<file path="src/rtl/mem_access_unit.sv">
`default_nettype none
// ============================================================================
// mem_access_unit : MEM-stage load/store initiator with read-modify-write
// for sub-doubleword stores. Optional watchdog: MEM_ACCESS_TIMEOUT_EN.
// Revision: 1.0
// ============================================================================
module mem_access_unit #(
  parameter int ADDR_W      = 64,
  parameter int DATA_W      = 64,
  parameter int TIMEOUT_CYC = 16
) (
  input  logic              i_clk,
  input  logic              i_rst,
  input  logic              i_req,
  input  logic              i_we,
  input  logic [2:0]        i_funct3,
  input  logic [ADDR_W-1:0] i_addr,
  input  logic [DATA_W-1:0] i_wdata,
  output logic              o_busy,
  output logic              o_done,
  output logic [DATA_W-1:0] o_rdata,
  output logic              o_misaligned,
  output logic              o_mem_read,
  output logic              o_mem_write,
  output logic [ADDR_W-1:0] o_mem_r_addr,
  output logic [ADDR_W-1:0] o_mem_w_addr,
  output logic [DATA_W-1:0] o_mem_wdata,
  input  logic              i_mem_valid,
  input  logic [DATA_W-1:0] i_mem_rdata
);

  localparam logic [1:0] S_IDLE = 2'd0;
  localparam logic [1:0] S_RD   = 2'd1;
  localparam logic [1:0] S_WR   = 2'd2;
  localparam logic [1:0] S_RESP = 2'd3;

  if (TIMEOUT_CYC < 1) begin : g_timeout_chk
    $error("TIMEOUT_CYC must be at least 1");
  end

  logic [1:0]        state;
  logic [1:0]        state_nxt;
  logic              err_set;
  logic              req_bad;
  logic              addr_mis;
  logic              timeout_hit;

  logic              req_we;
  logic [2:0]        req_f3;
  logic [ADDR_W-1:0] req_addr;
  logic [DATA_W-1:0] wr_data;
  logic [DATA_W-1:0] rdata_q;
  logic              misaligned_q;

  logic [5:0]        bit_off;
  logic [DATA_W-1:0] lane;
  logic [DATA_W-1:0] load_val;
  logic [DATA_W-1:0] wdata_sh;
  logic [DATA_W-1:0] merged;
  logic [7:0]        size_mask;
  logic [7:0]        byte_en;

  // Request legality is judged on the live inputs so a bad request never leaves IDLE.
  always_comb begin
    case (i_funct3[1:0])
      2'b01:   addr_mis = i_addr[0];
      2'b10:   addr_mis = |i_addr[1:0];
      2'b11:   addr_mis = |i_addr[2:0];
      default: addr_mis = 1'b0;
    endcase
    req_bad = addr_mis || (i_funct3 == 3'b111) || (i_we && i_funct3[2]);
  end

`ifdef MEM_ACCESS_TIMEOUT_EN
  localparam int CNT_W = $clog2(TIMEOUT_CYC + 1);
  logic [CNT_W-1:0] wait_cnt;

  always_ff @(posedge i_clk or posedge i_rst) begin
    if (i_rst) begin
      wait_cnt <= '0;
    end else if (state_nxt != state) begin
      wait_cnt <= '0;
    end else if (state == S_RD || state == S_WR) begin
      wait_cnt <= wait_cnt + 1'b1;
    end
  end

  assign timeout_hit = (wait_cnt == CNT_W'(TIMEOUT_CYC - 1));
`else
  assign timeout_hit = 1'b0;
`endif

  always_ff @(posedge i_clk or posedge i_rst) begin
    if (i_rst) begin
      state <= S_IDLE;
    end else begin
      state <= state_nxt;
    end
  end

  always_comb begin
    state_nxt = state;
    err_set   = 1'b0;
    case (state)
      S_IDLE: begin
        if (i_req) begin
          if (req_bad) begin
            err_set = 1'b1;
          end else if (i_we && i_funct3[1:0] == 2'b11) begin
            state_nxt = S_WR;
          end else begin
            state_nxt = S_RD;
          end
        end
      end
      S_RD: begin
        if (i_mem_valid) begin
          state_nxt = req_we ? S_WR : S_RESP;
        end else if (timeout_hit) begin
          state_nxt = S_IDLE;
          err_set   = 1'b1;
        end
      end
      S_WR: begin
        if (i_mem_valid) begin
          state_nxt = S_RESP;
        end else if (timeout_hit) begin
          state_nxt = S_IDLE;
          err_set   = 1'b1;
        end
      end
      S_RESP:  state_nxt = S_IDLE;
      default: state_nxt = S_IDLE;
    endcase
  end

  always_comb begin
    o_busy      = (state == S_RD) || (state == S_WR);
    o_done      = (state == S_RESP);
    o_mem_read  = (state == S_RD);
    o_mem_write = (state == S_WR);
  end

  assign bit_off = {req_addr[2:0], 3'b000};

  // Load lane extraction and byte-exact store merge against the fetched doubleword.
  always_comb begin
    lane = i_mem_rdata >> bit_off;
    case (req_f3)
      3'b000:  load_val = {{(DATA_W-8){lane[7]}},   lane[7:0]};
      3'b001:  load_val = {{(DATA_W-16){lane[15]}}, lane[15:0]};
      3'b010:  load_val = {{(DATA_W-32){lane[31]}}, lane[31:0]};
      3'b100:  load_val = {{(DATA_W-8){1'b0}},      lane[7:0]};
      3'b101:  load_val = {{(DATA_W-16){1'b0}},     lane[15:0]};
      3'b110:  load_val = {{(DATA_W-32){1'b0}},     lane[31:0]};
      default: load_val = lane;
    endcase

    case (req_f3[1:0])
      2'b00:   size_mask = 8'h01;
      2'b01:   size_mask = 8'h03;
      2'b10:   size_mask = 8'h0F;
      default: size_mask = 8'hFF;
    endcase
    byte_en  = size_mask << req_addr[2:0];
    wdata_sh = wr_data << bit_off;
    merged   = i_mem_rdata;
    for (int i = 0; i < 8; i++) begin
      if (byte_en[i]) begin
        merged[i*8 +: 8] = wdata_sh[i*8 +: 8];
      end
    end
  end

  always_ff @(posedge i_clk or posedge i_rst) begin
    if (i_rst) begin
      req_we       <= 1'b0;
      req_f3       <= 3'b000;
      req_addr     <= '0;
      wr_data      <= '0;
      rdata_q      <= '0;
      misaligned_q <= 1'b0;
    end else begin
      misaligned_q <= err_set;
      if (state == S_IDLE && i_req) begin
        req_we   <= i_we;
        req_f3   <= i_funct3;
        req_addr <= i_addr;
        if (i_we) begin
          wr_data <= i_wdata;
        end
      end
      if (state == S_RD && i_mem_valid) begin
        if (req_we) begin
          wr_data <= merged;
        end else begin
          rdata_q <= load_val;
        end
      end
    end
  end

  assign o_rdata      = rdata_q;
  assign o_misaligned = misaligned_q;
  assign o_mem_wdata  = wr_data;
  assign o_mem_r_addr = {req_addr[ADDR_W-1:3], 3'b000};
  assign o_mem_w_addr = {req_addr[ADDR_W-1:3], 3'b000};

endmodule
`default_nettype wire

</file>
<file path="config.mk">
export PLATFORM = sky130hd
export DESIGN_NAME = mem_access_unit
export DESIGN_NICKNAME = d
export VERILOG_FILES = /design/src/rtl/mem_access_unit.sv
export SDC_FILE = /design/constraint.sdc
export NUM_CORES = 1
export LEC_CHECK = 0
export CAP_MARGIN = 0
export CORE_ASPECT_RATIO = 0.75
export CORE_UTILIZATION = 35
export CTS_CLUSTER_DIAMETER = 200
export DETAILED_ROUTE_END_ITERATION = 10
export PLACE_DENSITY = 0.63
export SYNTH_ARGS = -nofsm -noshare
export SYNTH_HDL_FRONTEND = slang
export SYNTH_SLANG_ARGS = --single-unit
</file>
<file path="constraint.sdc">
create_clock -name i_clk -period 6.2 [get_ports i_clk]
set_input_delay 1.24 -clock i_clk [delete_from_list [all_inputs] [get_ports i_clk]]
set_output_delay 1.24 -clock i_clk [all_outputs]
set_load 0.01 [all_outputs]
</file>
==> results of run 1 <==
## power groups by stage
stage	combinational (W)	sequential, W	clock, W
floorplan	0.00410	0.00259	0
global placement	0.00620	0.00281	0
detailed placement	0.00626	0.00283	0
CTS	0.00629	0.00281	0.00121
global route	0.00675	0.00290	0.00126
finish	0.00632	0.00283	0.00119
## through the flow
step	power, W	setup WS (ps)
after global placement	0.00901	2460
after CTS	0.0103	2790
after detailed placement	0.00910	2400
final	0.0103	2730
after floorplan	0.00670	2390
after global routing	0.0109	2540
## logic make-up (layout without fill, tap and decap cells)
family | count (synthesis) | count (layout) | share of synthesized area
AO/OA/AOI/OAI | 337 | 337 | 0.179
multiplexers | 249 | 249 | 0.209
other | 1 | 6 | 0.000284
buffers and inverters | 257 | 523 | 0.121
AND/OR/NAND/NOR | 357 | 357 | 0.110
adder cells (fa/ha/maj) | 4 | 4 | 0.00379
flip-flops | 199 | 199 | 0.377
## synthesized netlist by cell type (all sizes together), types with 2 or more instances
master and count:
nand2 212, dfrtp 199, buf 198, mux2i 145
mux2 92, nor2 92, o21ai 81, o22ai 48
clkbuf 40, o22a 40, a21oi 38, nand3 21
o211ai 21, inv 19, a31oi 17, a32oi 16
a22oi 14, mux4 12, a211oi 10, a2bb2oi 10
nor2b 10, o2bb2ai 9, o31ai 9, nor3 8
o311ai 5, a221o 4, a221oi 4, ha 4
nand2b 4, o32ai 4, or2 4, a211o 3
and3 3, o21a 2
## state kept, by name, summed over array words and instances, names as in the netlist
name	cells
o_misaligned	1
state	2
o_mem_wdata	64
o_rdata	64
req_addr	64
req_we	1
req_f3	3
## final timing paths
| check | startpoint | slack (ps) | cells past startpoint | end |
|---|---|---|---|---|
| min in group asynchronous | i_rst | 1380 | 3 | req_addr[52] |
| min | o_rdata[41] | 510 | 1 | o_rdata[41] |
| max in group asynchronous | i_rst | 4000 | 3 | req_addr[0] |
| max | req_addr[0] | 2730 | 6 | o_rdata[19] |
| max reg2reg | req_addr[0] | 2730 | 6 | o_rdata[19] |
| min reg2reg | o_rdata[41] | 510 | 1 | o_rdata[41] |
## final cells by class
class	instances	area, um2
fill	3521	19400
multi-input combinational	953	6670
tap	504	631
clock inverter	8	111
inverter	19	75.1
timing repair buffer	472	4690
clock buffer	24	502
sequential	199	4990
## routing by layer
| layer | vias to the layer above | global-route usage | wire, um |
|---|---|---|---|
| met1 | 5972 | 0.376 | 23400 |
| met5 | - | 0 | 0 |
| li1 | 5422 | - | - |
| met2 | 590 | 0.449 | 25700 |
| met4 | 0 | 0.0608 | 915 |
| met3 | 56 | 0.0734 | 4710 |
==> results.md, run 1 <==
- After clock tree synthesis, the setup repair step added 0 buffers.
- The required arrival time at the worst endpoint is 6500 ps.
- The number of max-slew violations in the final report is 0.
- The cell taking the most area after synthesis is sky130_fd_sc_hd__dfrtp_1.
- After detailed routing, the total wire length is 54,700 um.
- The worst setup path is launched from a flop.
- The floorplan die area is 38,500 um2.
- The first-pass iteration count of the detailed router is 5.
- The floorplan has 61 rows.
- In the layout the commonest cells are sky130_fd_sc_hd__clkdlybuf4s50_1, sky130_fd_sc_hd__nand2_1, sky130_fd_sc_hd__dfrtp_1.
- The y dimension of the die is 170 um.
- After clock tree synthesis, the flow added hold-fix buffers numbering 0.
- The initial utilization of the core area, before any placement, comes to 0.356.
- During placement, the flow inserted port buffers numbering 454.
- The run finished with clean final reports.
- The most instantiated flip-flop cell in the synthesis netlist is sky130_fd_sc_hd__dfrtp_1.
- The critical path is of the reg -> reg type.
- The I/O pin total is 461.
- Synthesis inferred 199 register bits.
- Gates resized during post-CTS repair numbered 0.
- The post-layout minimum cycle time is 3470 ps.
- The first global-routing pass estimated 78,800 um of wire.
- For this run the aggregate overflow at the end of global routing stands at 0.
- The number of vias after detailed routing is 12,000.
- The final hold slack is 510 ps.
- The later-pin clock latency in the skew report is 470 ps.
- Of all nets on the critical path, the largest fanout is 66.
- The vias per cell is 5.53.
- The post-synthesis instance area is 13,200 um2.
- The analysis attributes to cell leakage a power of 7.15 nW.
- The internal portion of the total power is 0.00573 W.
- The number of library cell types mapped by synthesis is 56.
- In this run, synthesis inferred 0 flip-flops with an integrated enable.
- The clock sink total is 199.
- For the worst setup path, the data arrival time is 3770 ps.
- For this design the ratio of total power to cell area is 585 nW/um2.
- The worst setup path is captured at a flop.
- For this run, the number of Yosys warnings is 0.
- After detailed routing, the number of remaining DRC violations is 0.
- The cell type group with the largest total delay on the critical path is flip-flops.
- Of the total power, the share spent switching nets is 0.445.
- Of the total power, combinational logic draws 0.611.
- Setup violations remaining at the end of the flow were counted as 0.
- The post-route fraction of the period consumed by the critical path is 0.560.
- The area of all placed cells without fillers is 17,700 um2.
- The transition at the pin with the smallest max-transition slack is 1400 ps.
- The proportion of netlist area held by the largest area contributor is 0.377.
- The delay of the slowest cell on the worst path is 890 ps.
- The per-cell routed wire length is 25.1 um.
- The via count of the first global-routing pass came to 11,500.
- After technology mapping, the gate count stands at 1,404.
- The tree is rooted in a sky130_fd_sc_hd__clkbuf_16.
- The number of violations of the max-capacitance limit is 0.
- IR analysis of the VDD net gives a maximum drop of 0.295 mV.
- Entering global routing, the biggest net connects 150 pins.
- The cell at the slowest stage of the critical path is sky130_fd_sc_hd__dfrtp_4.
- The estimated wirelength of the detail-placed design is 41,500 um.
- The longest clock path from root to sink contains 2 buffers.
- The antenna diode instance count is 0.
- Setup repair after global routing left no endpoint under its margin.
- Once detail routing completed, the nets flagged for antenna violations numbered 0.
- The worst pin sits at a relative slew slack of 0.0633.
- The final weighted congestion of routability-driven global placement is 0.940.
- The maximum achievable frequency is 0.288 GHz.
- The analysis attributes to net switching a power of 0.00460 W.
- The number of design-rule violations left by the first detailed-router iteration is 1,256.
- Relative to the synthesized area, the layout overhead comes to 33.8%.
- The final net count is 1,866.
- The core box area is 37,100 um2.
- Counting tap cells, the placed design contains a total of 2,147 instances.
- The number of antenna violations at the first check in global routing is 1.
- After synthesis, the cell types taking the most area are sky130_fd_sc_hd__dfrtp_1, sky130_fd_sc_hd__mux2i_1, sky130_fd_sc_hd__buf_4, sky130_fd_sc_hd__mux2_2, sky130_fd_sc_hd__nand2_1.
- In the final layout, the share of cells above drive strength 1 is 0.0997.
- The post-route non-filler standard cell count is 2,179.
- In this run the cell area measured after placement is 17,100 um2.
- In the global route stage, overall resource usage came out at 0.280.
- The library cell used most frequently in the layout, excluding fill and tap cells, is sky130_fd_sc_hd__clkdlybuf4s50_1.
- Counting both buffers and inverters, the worst setup path holds a total of 1.
- In the synthesized netlist the async set-or-reset flop fraction comes to 1.00.
- The maximum clock skew at final layout is 17.7 ps.
- The path class of the lowest-slack min-delay path is reg -> reg.
- The clock slew at the register clock pins of the worst setup and hold paths is 70 ps.
- The TritonCTS clock tree is yes.
- A synthesized cell averages 9.40 um2.
- Walking the worst path, the cells encountered are buf_4 > mux2i_1 > o32ai_2 > o21ai_2 > and2_1 > a31oi_1.
- The utilization after layout is 0.476.
- The final number of hold-violating endpoints came to 0.
- In this run the number of H-tree levels came out at 4.
- The die is 226 um wide.
- The part of the power in the clock network is 0.116.
- Of the synthesized area, sequential elements account for 0.377.
- Summed over all failing endpoints, the final setup total negative slack is 0 ps.
- TritonCTS created 17 clock buffers.
- The fraction of power consumed by sequential logic is 0.273.
(Power assumes the default switching activity.)
==> run 2: changes to the inputs <==
--- a/config.mk
+++ b/config.mk
@@ -10,7 +10,7 @@
 export CORE_UTILIZATION = 35
 export CTS_CLUSTER_DIAMETER = 200
 export DETAILED_ROUTE_END_ITERATION = 10
-export PLACE_DENSITY = 0.63
+export PLACE_DENSITY = 0.61
 export SYNTH_ARGS = -nofsm -noshare
 export SYNTH_HDL_FRONTEND = slang
 export SYNTH_SLANG_ARGS = --single-unit
==> constraint.sdc (replaced) <==
create_clock -name i_clk -period 3.3 [get_ports i_clk]
set_input_delay 0.66 -clock i_clk [delete_from_list [all_inputs] [get_ports i_clk]]
set_output_delay 0.66 -clock i_clk [all_outputs]
set_load 0.01 [all_outputs]
==> results.md, run 2 (same netlist as run 1, synthesis figures left out) <==
- The transition at the pin with the smallest max-transition slack is 1360 ps (-42.0 ps).
- The worst slack at placement is 400 ps (-2000 ps).
- The critical path goes through mux2i_1 > o32ai_2 > o21ai_2 > and2_1 > a31oi_1.
- The number of buffers inserted for hold repair after clock tree synthesis is 0 (unchanged).
- The number of antenna violations at the first check in global routing was 5 (+4).
- The post-route antenna net violation count is 0 (unchanged).
- The final hold slack is 510 ps (+0.326 ps).
- STA classifies the critical path endpoint as a flop.
- The final-layout fill cell count is 3,533 (+0.34%).
- The final weighted congestion of routability-driven global placement is 1.01 (+7.3%).
- The post-layout minimum cycle time is 2750 ps (-728 ps).
- The number of violations of the max-capacitance limit is 0 (unchanged).
- By startpoint and endpoint, the worst setup path is classified as reg -> reg.
- The clock tree root buffer cell is sky130_fd_sc_hd__clkbuf_16.
- The die span in x is 226 um (unchanged).
- The total congestion overflow after global routing is 0 (unchanged).
- The number of cells after detailed placement came to 2,179 (+1.5%).
- The leading cell type in the layout, fill and taps excluded is sky130_fd_sc_hd__clkdlybuf4s50_1.
- The cell type group with the largest total delay on the critical path is flip-flops.
- The y dimension of the die is 170 um (unchanged).
- The clock sink total was 199 (unchanged).
- The peak supply drop is 0.550 mV (+86%).
- The count of H-tree levels built during CTS came to 4 (unchanged).
- The top cell types in the final layout, fill and taps aside, are sky130_fd_sc_hd__clkdlybuf4s50_1, sky130_fd_sc_hd__nand2_1, sky130_fd_sc_hd__dfrtp_1.
- The effective utilization at floorplan came to 0.356 (unchanged).
- The delay of the slowest cell on the worst path is 950 ps (+60 ps).
- The final count of negative-setup-slack endpoints is 0 (unchanged).
- The post-route fraction of the period consumed by the critical path came to 0.832 (+0.272).
- The flow ran to the end, and the final reports show no timing, DRC or antenna violations.
- The cell at the slowest stage of the critical path is sky130_fd_sc_hd__dfrtp_4.
- The later-pin clock latency in the skew report is 460 ps (about the same).
- The final net count is 1,898 (+1.7%).
- The core box area is 37,100 um2 (unchanged).
- The required arrival time at the worst endpoint came to 3610 ps (-2890 ps).
- The setup slack of the critical path after layout was 553 ps (-2170 ps).
- The post-cts sizing count is 0 (unchanged).
- The setup TNS after final layout is 0 ps (unchanged).
- The final number of hold-violating endpoints is 0 (unchanged).
- The maximum count of clock buffers along a single path is 2 (unchanged).
- The floorplan die area is 38,500 um2 (unchanged).
- The estimated wirelength of the detail-placed design came to 43,700 um (+5.3%).
- The number of max-slew violations in the final report is 0 (unchanged).
- The global-route wire length before repair is 80,600 um (+2.3%).
- The startpoint class of the critical path is a flop.
- The maximum clock skew at final layout is 9.63 ps (-8.10 ps).
- The data arrival time of the worst path is 3050 ps (-720 ps).
- The power density over the cells was 1090 nW/um2 (+87%).
- The leakage power of the design came to 7.32 nW (+2.4%).
- The number of vias after detailed routing is 12,400 (+3.4%).
- The share of layout cells above drive strength 1 is 0.117 (+0.0169).
- The clock slew at the register clock pins of the worst setup and hold paths is 70 ps (about the same).
- The overall fraction of global-route tracks in use came to 0.287 (+0.00738).
- The I/O pin total was 461 (unchanged).
- The sequential cell area is 4990 um2 (unchanged).
- The total wire length is 55,900 um (+2.2%).
- The vias per cell is 5.63 (+1.8%).
- The pin count of the biggest net entering global routing is 90 (-40%).
- The per-cell routed wire length is 25.3 um (+0.68%).
- The area occupied by multi-input gates is 6670 um2 (about the same).
- The post-route DRC violation count came to 0 (unchanged).
- The post-route non-filler standard cell count is 2,212 (+1.5%).
- The total of buffers placed on input and output ports is 454 (unchanged).
- From synthesis to final layout, the design area changed by 36.0%.
- The number of design-rule violations left by the first detailed-router iteration is 1,185 (-5.7%).
- The total CTS buffers is 17 (unchanged).
- TritonCTS built the clock tree.
- The headroom to the max-slew limit is 0.0914 (+0.0281).
- The via count of the first global-routing pass is 12,000 (+4.4%).
- Setup repair after global routing left no endpoint under its margin.
- The number of buffers inserted by post-CTS setup repair is 0 (unchanged).
- The maximum fanout count along the critical path is 52 (-21%).
- The min-delay analysis places its worst path in the category reg -> reg.
- The buffer and inverter count on the worst path came to 0 (-1).
- The number of core rows came to 61 (unchanged).
- The first-pass iteration count of the detailed router is 6 (+1).
- The maximum achievable frequency was 0.364 GHz (+27%).
run 2: layout make-up:
cell class,instances,share of cell area
timing repair buffer,504,0.278
sequential,199,0.278
antenna,1,0.000139
clock buffer,19,0.0247
multi-input combinational,953,0.371
inverter,19,0.00418
clock inverter,13,0.00836
tap,504,0.0351
run 2: worst paths after layout:
kind / end / cells after the start / from / slack, ps
worst max-delay path: o_rdata[30] / 5 / req_addr[0] / 550
worst min-delay path: o_rdata[63] / 1 / o_rdata[63] / 510
worst max register to register: o_rdata[30] / 5 / req_addr[0] / 550
worst min register to register: o_rdata[63] / 1 / o_rdata[63] / 510
max in group asynchronous: req_addr[37] / 3 / i_rst / 1870
min in group asynchronous: o_rdata[28] / 2 / i_rst / 630
run 2: stage by stage:
step,cell area (um2),utilization,power [W]
2_1_floorplan,13200,-,0.0126
3_3_place_gp,17400,0.468,0.0172
3_5_place_dp,17400,0.468,0.0173
4_1_cts,17900,0.484,0.0196
5_1_grt,17900,0.484,0.0207
6_report,17900,0.484,0.0196
run 2: metal layers:
layer  share of wire  routed length (um)  vias to the layer above  GRT usage
li1                -                   -                     5504          -
met1            0.41               22700                     6166      0.369
met2            0.48               26900                      693      0.477
met3           0.093                5230                       76     0.0729
met4           0.020                1130                        8     0.0767
met5         0.00093                  52                        -          0
run 2: where the power goes:
group | internal, W | switching (W)
Combinational | 0.00603 | 0.00610
Clock | 0.00111 | 0.00109
Sequential | 0.00367 | 0.00160
run 2: worst register-to-register path: stages (launching register included):
cell and delay (ps):
sky130_fd_sc_hd__dfrtp_4 950, sky130_fd_sc_hd__mux2i_1 400, sky130_fd_sc_hd__o32ai_2 140, sky130_fd_sc_hd__o21ai_2 280, sky130_fd_sc_hd__and2_1 640, sky130_fd_sc_hd__a31oi_1 190
==> run 3: changes to the inputs <==
--- a/config.mk
+++ b/config.mk
@@ -10,7 +10,7 @@
 export CORE_UTILIZATION = 35
 export CTS_CLUSTER_DIAMETER = 200
 export DETAILED_ROUTE_END_ITERATION = 10
-export PLACE_DENSITY = 0.61
+export PLACE_DENSITY = 0.63
 export SYNTH_ARGS = -nofsm -noshare
 export SYNTH_HDL_FRONTEND = slang
 export SYNTH_SLANG_ARGS = --single-unit
==> constraint.sdc (replaced) <==
create_clock -name i_clk -period 2.4 [get_ports i_clk]
set_input_delay 0.48 -clock i_clk [delete_from_list [all_inputs] [get_ports i_clk]]
set_output_delay 0.48 -clock i_clk [all_outputs]
set_load 0.01 [all_outputs]
==> results.md, run 3 (same netlist as run 1, synthesis figures left out) <==
- The transition at the pin with the smallest max-transition slack is 801 ps (-557 ps).
- The logic depth of the worst path, buffers included is 5 (unchanged).
- The total CTS buffers is 17 (unchanged).
- The utilization after layout was 0.492 (+0.00810).
- The I/O pin total was 461 (unchanged).
- The leakage power of the design came to 7.47 nW (+2.0%).
- The pin count of the biggest net entering global routing was 82 (-8.9%).
- Leaving out fill and tap cells, the most frequent cell in the layout is sky130_fd_sc_hd__clkdlybuf4s50_1.
- The final count of negative-setup-slack endpoints was 0 (unchanged).
- The number of max-slew violations in the final report was 0 (unchanged).
- The die span in x is 226 um (unchanged).
- The number of cells after detailed placement is 2,205 (+1.2%).
- The core box area is 37,100 um2 (unchanged).
- The count of H-tree levels built during CTS is 4 (unchanged).
- The TritonCTS clock tree is yes.
- From synthesis to final layout, the design area changed by 38.2%.
- The required arrival time at the worst endpoint is 2780 ps (-830 ps).
- The clock slew at the register clock pins of the worst setup and hold paths came to 80 ps (about the same).
- The top cell types in the final layout, fill and taps aside, are sky130_fd_sc_hd__clkdlybuf4s50_1, sky130_fd_sc_hd__nand2_1, sky130_fd_sc_hd__dfrtp_1.
- The overall fraction of global-route tracks in use is 0.286 (-0.00147).
- The final number of hold-violating endpoints was 0 (unchanged).
- The critical path goes through o21a_1 > nor2_1 > a211o_1 > nor3_1 > o22ai_1.
- The estimated wirelength of the detail-placed design is 43,800 um (+0.28%).
- The clock sink total is 199 (unchanged).
- The delay of the slowest cell on the worst path came to 650 ps (-300 ps).
- Signal routing reaches up to met4.
- The total congestion overflow after global routing is 0 (unchanged).
- The post-route antenna net violation count was 0 (unchanged).
- The number of vias after detailed routing is 12,400 (-0.44%).
- The critical path starts at req_addr[1].
- The buffer and inverter count on the worst path is 0 (unchanged).
- The post-layout minimum cycle time was 2290 ps (-452 ps).
- The cell depth of the worst hold path is 1 (unchanged).
- The power density over the cells was 1500 nW/um2 (+37%).
- The maximum achievable frequency was 0.436 GHz (+20%).
- The final net count came to 1,924 (+1.4%).
- The number of violations of the max-capacitance limit was 0 (unchanged).
- The post-route fraction of the period consumed by the critical path was 0.956 (+0.124).
- The post-route non-filler standard cell count is 2,239 (+1.2%).
- The cell type group with the largest total delay on the critical path is compound AO/OA/AOI/OAI gates.
- The sequential cell area is 4990 um2 (unchanged).
- The share of layout cells above drive strength 1 is 0.130 (+0.0138).
- The final hold slack came to 512 ps (+1.72 ps).
- The per-cell routed wire length came to 24.9 um (-1.4%).
- The maximum count of clock buffers along a single path is 2 (unchanged).
- The number of antenna violations at the first check in global routing came to 2 (-3).
- The endpoint type of the worst setup path is a flop.
- The y dimension of the die is 170 um (unchanged).
- The vias per cell is 5.53 (-1.6%).
- The number of design-rule violations left by the first detailed-router iteration was 1,121 (-5.4%).
- The effective utilization at floorplan is 0.356 (unchanged).
- The path class of the lowest-slack min-delay path is reg -> reg.
- The flow ran to the end, and the final reports show no timing, DRC or antenna violations.
- The peak supply drop is 0.706 mV (+28%).
- The setup path with the least slack is of type reg -> reg.
- The cell at the slowest stage of the critical path is sky130_fd_sc_hd__dfrtp_4.
- The post-cts sizing count was 1 (+1).
- The setup slack of the most critical reg-to-reg path is 110 ps (-450 ps).
- The length of routed met3 wiring is 4890 um (-6.4%).
- The first-pass iteration count of the detailed router is 5 (-1).
- The area occupied by multi-input gates came to 6680 um2 (+0.15%).
- The later-pin clock latency in the skew report is 460 ps (about the same).
- The routed length on met2 came to 26,500 um (-1.5%).
- The total of buffers placed on input and output ports is 454 (unchanged).
- The maximum fanout count along the critical path came to 26 (-50%).
- The routed metal-1 wirelength was 23,700 um (+4.4%).
- The via count of the first global-routing pass is 11,800 (-1.9%).
- The worst reg-to-reg path cell count is 5 (unchanged).
- The global-route wire length before repair was 80,200 um (-0.50%).
- The total wire length was 55,800 um (-0.19%).
- The tree is rooted in a sky130_fd_sc_hd__clkbuf_16.
- The total chip power came to 0.0273 W (+39%).
- The floorplan die area was 38,500 um2 (unchanged).
- Setup repair after global routing left no endpoint under its margin.
- The data arrival time of the worst path was 2670 ps (-380 ps).
- The startpoint class of the critical path is a flop.
- The final weighted congestion of routability-driven global placement was 0.958 (-5.0%).
- The capturing element of the worst setup path is o_mem_wdata[41].
- The number of buffers inserted by post-CTS setup repair is 0 (unchanged).
- The launching point of the worst reg2reg path is req_addr[1].
- The post-route DRC violation count is 0 (unchanged).
- The final-layout fill cell count is 3,550 (+0.48%).
- The maximum clock skew at final layout is 13.9 ps (+4.27 ps).
- The number of core rows is 61 (unchanged).
- The headroom to the max-slew limit is 0.465 (+0.374).
- The number of buffers inserted for hold repair after clock tree synthesis is 0 (unchanged).
- The worst register-to-register path ends at o_mem_wdata[41].
-- run 3: cell types whose count changed in the layout (fill, tap and decap cells not counted), sizes merged --
cell	previous run	this run
clkinv	0	5
diode	1	2
clkbuf	19	18
buf	50	76
clkinvlp	1	4
inv	30	23
-- run 3: per-layer routing --
layer  vias up  GRT usage
li1       5544          -
met5         -          0
met4         0     0.0549
met3        56     0.0685
met2       620      0.465
met1      6172      0.385
-- run 3: power breakdown --
group	internal (W)	switching, W	leakage, nW	total, W
sequential	0.00505	0.00214	2.36	0.00719
combinational	0.00868	0.00851	4.83	0.0172
clock	0.00146	0.00146	0.273	0.00293
-- run 3: final cells by class --
cell class / instances / area share
Antenna cell: 2 / 0.000274
Clock buffer: 18 / 0.0235
Clock inverter: 14 / 0.00788
Inverter: 19 / 0.00411
Multi-Input combinational cell: 953 / 0.366
Sequential cell: 199 / 0.273
Tap cell: 504 / 0.0346
Timing Repair Buffer: 530 / 0.291
-- run 3: worst register-to-register path: cells and delay by family (launching register included) --
family           cells  cell delay (ps)
AO/OA/AOI/OAI        3              980
flip-flops           1              650
AND/OR/NAND/NOR      2              600
-- run 3: metrics by stage --
| stage | worst slack [ps] | TNS (ps) | cell area (um2) |
|---|---|---|---|
| after floorplan | -654 | -130220 | 13200 |
| after global placement | 80.3 | 0 | 17700 |
| after detailed placement | 28.9 | 0 | 17700 |
| after CTS | 86.1 | 0 | 18200 |
| after global routing | 12.9 | 0 | 18300 |
| final | 106 | 0 | 18300 |
-- run 3: worst min-delay path by stage --
stage / startpoint / endpoint / slack (ps)
floorplan: req_addr[58] / req_addr[58] / 500
global placement: o_rdata[60] / o_rdata[60] / 490
detailed placement: o_rdata[49] / o_rdata[49] / 500
CTS: o_rdata[61] / o_rdata[61] / 520
global route: o_rdata[41] / o_rdata[41] / 530
finish: o_rdata[61] / o_rdata[61] / 510
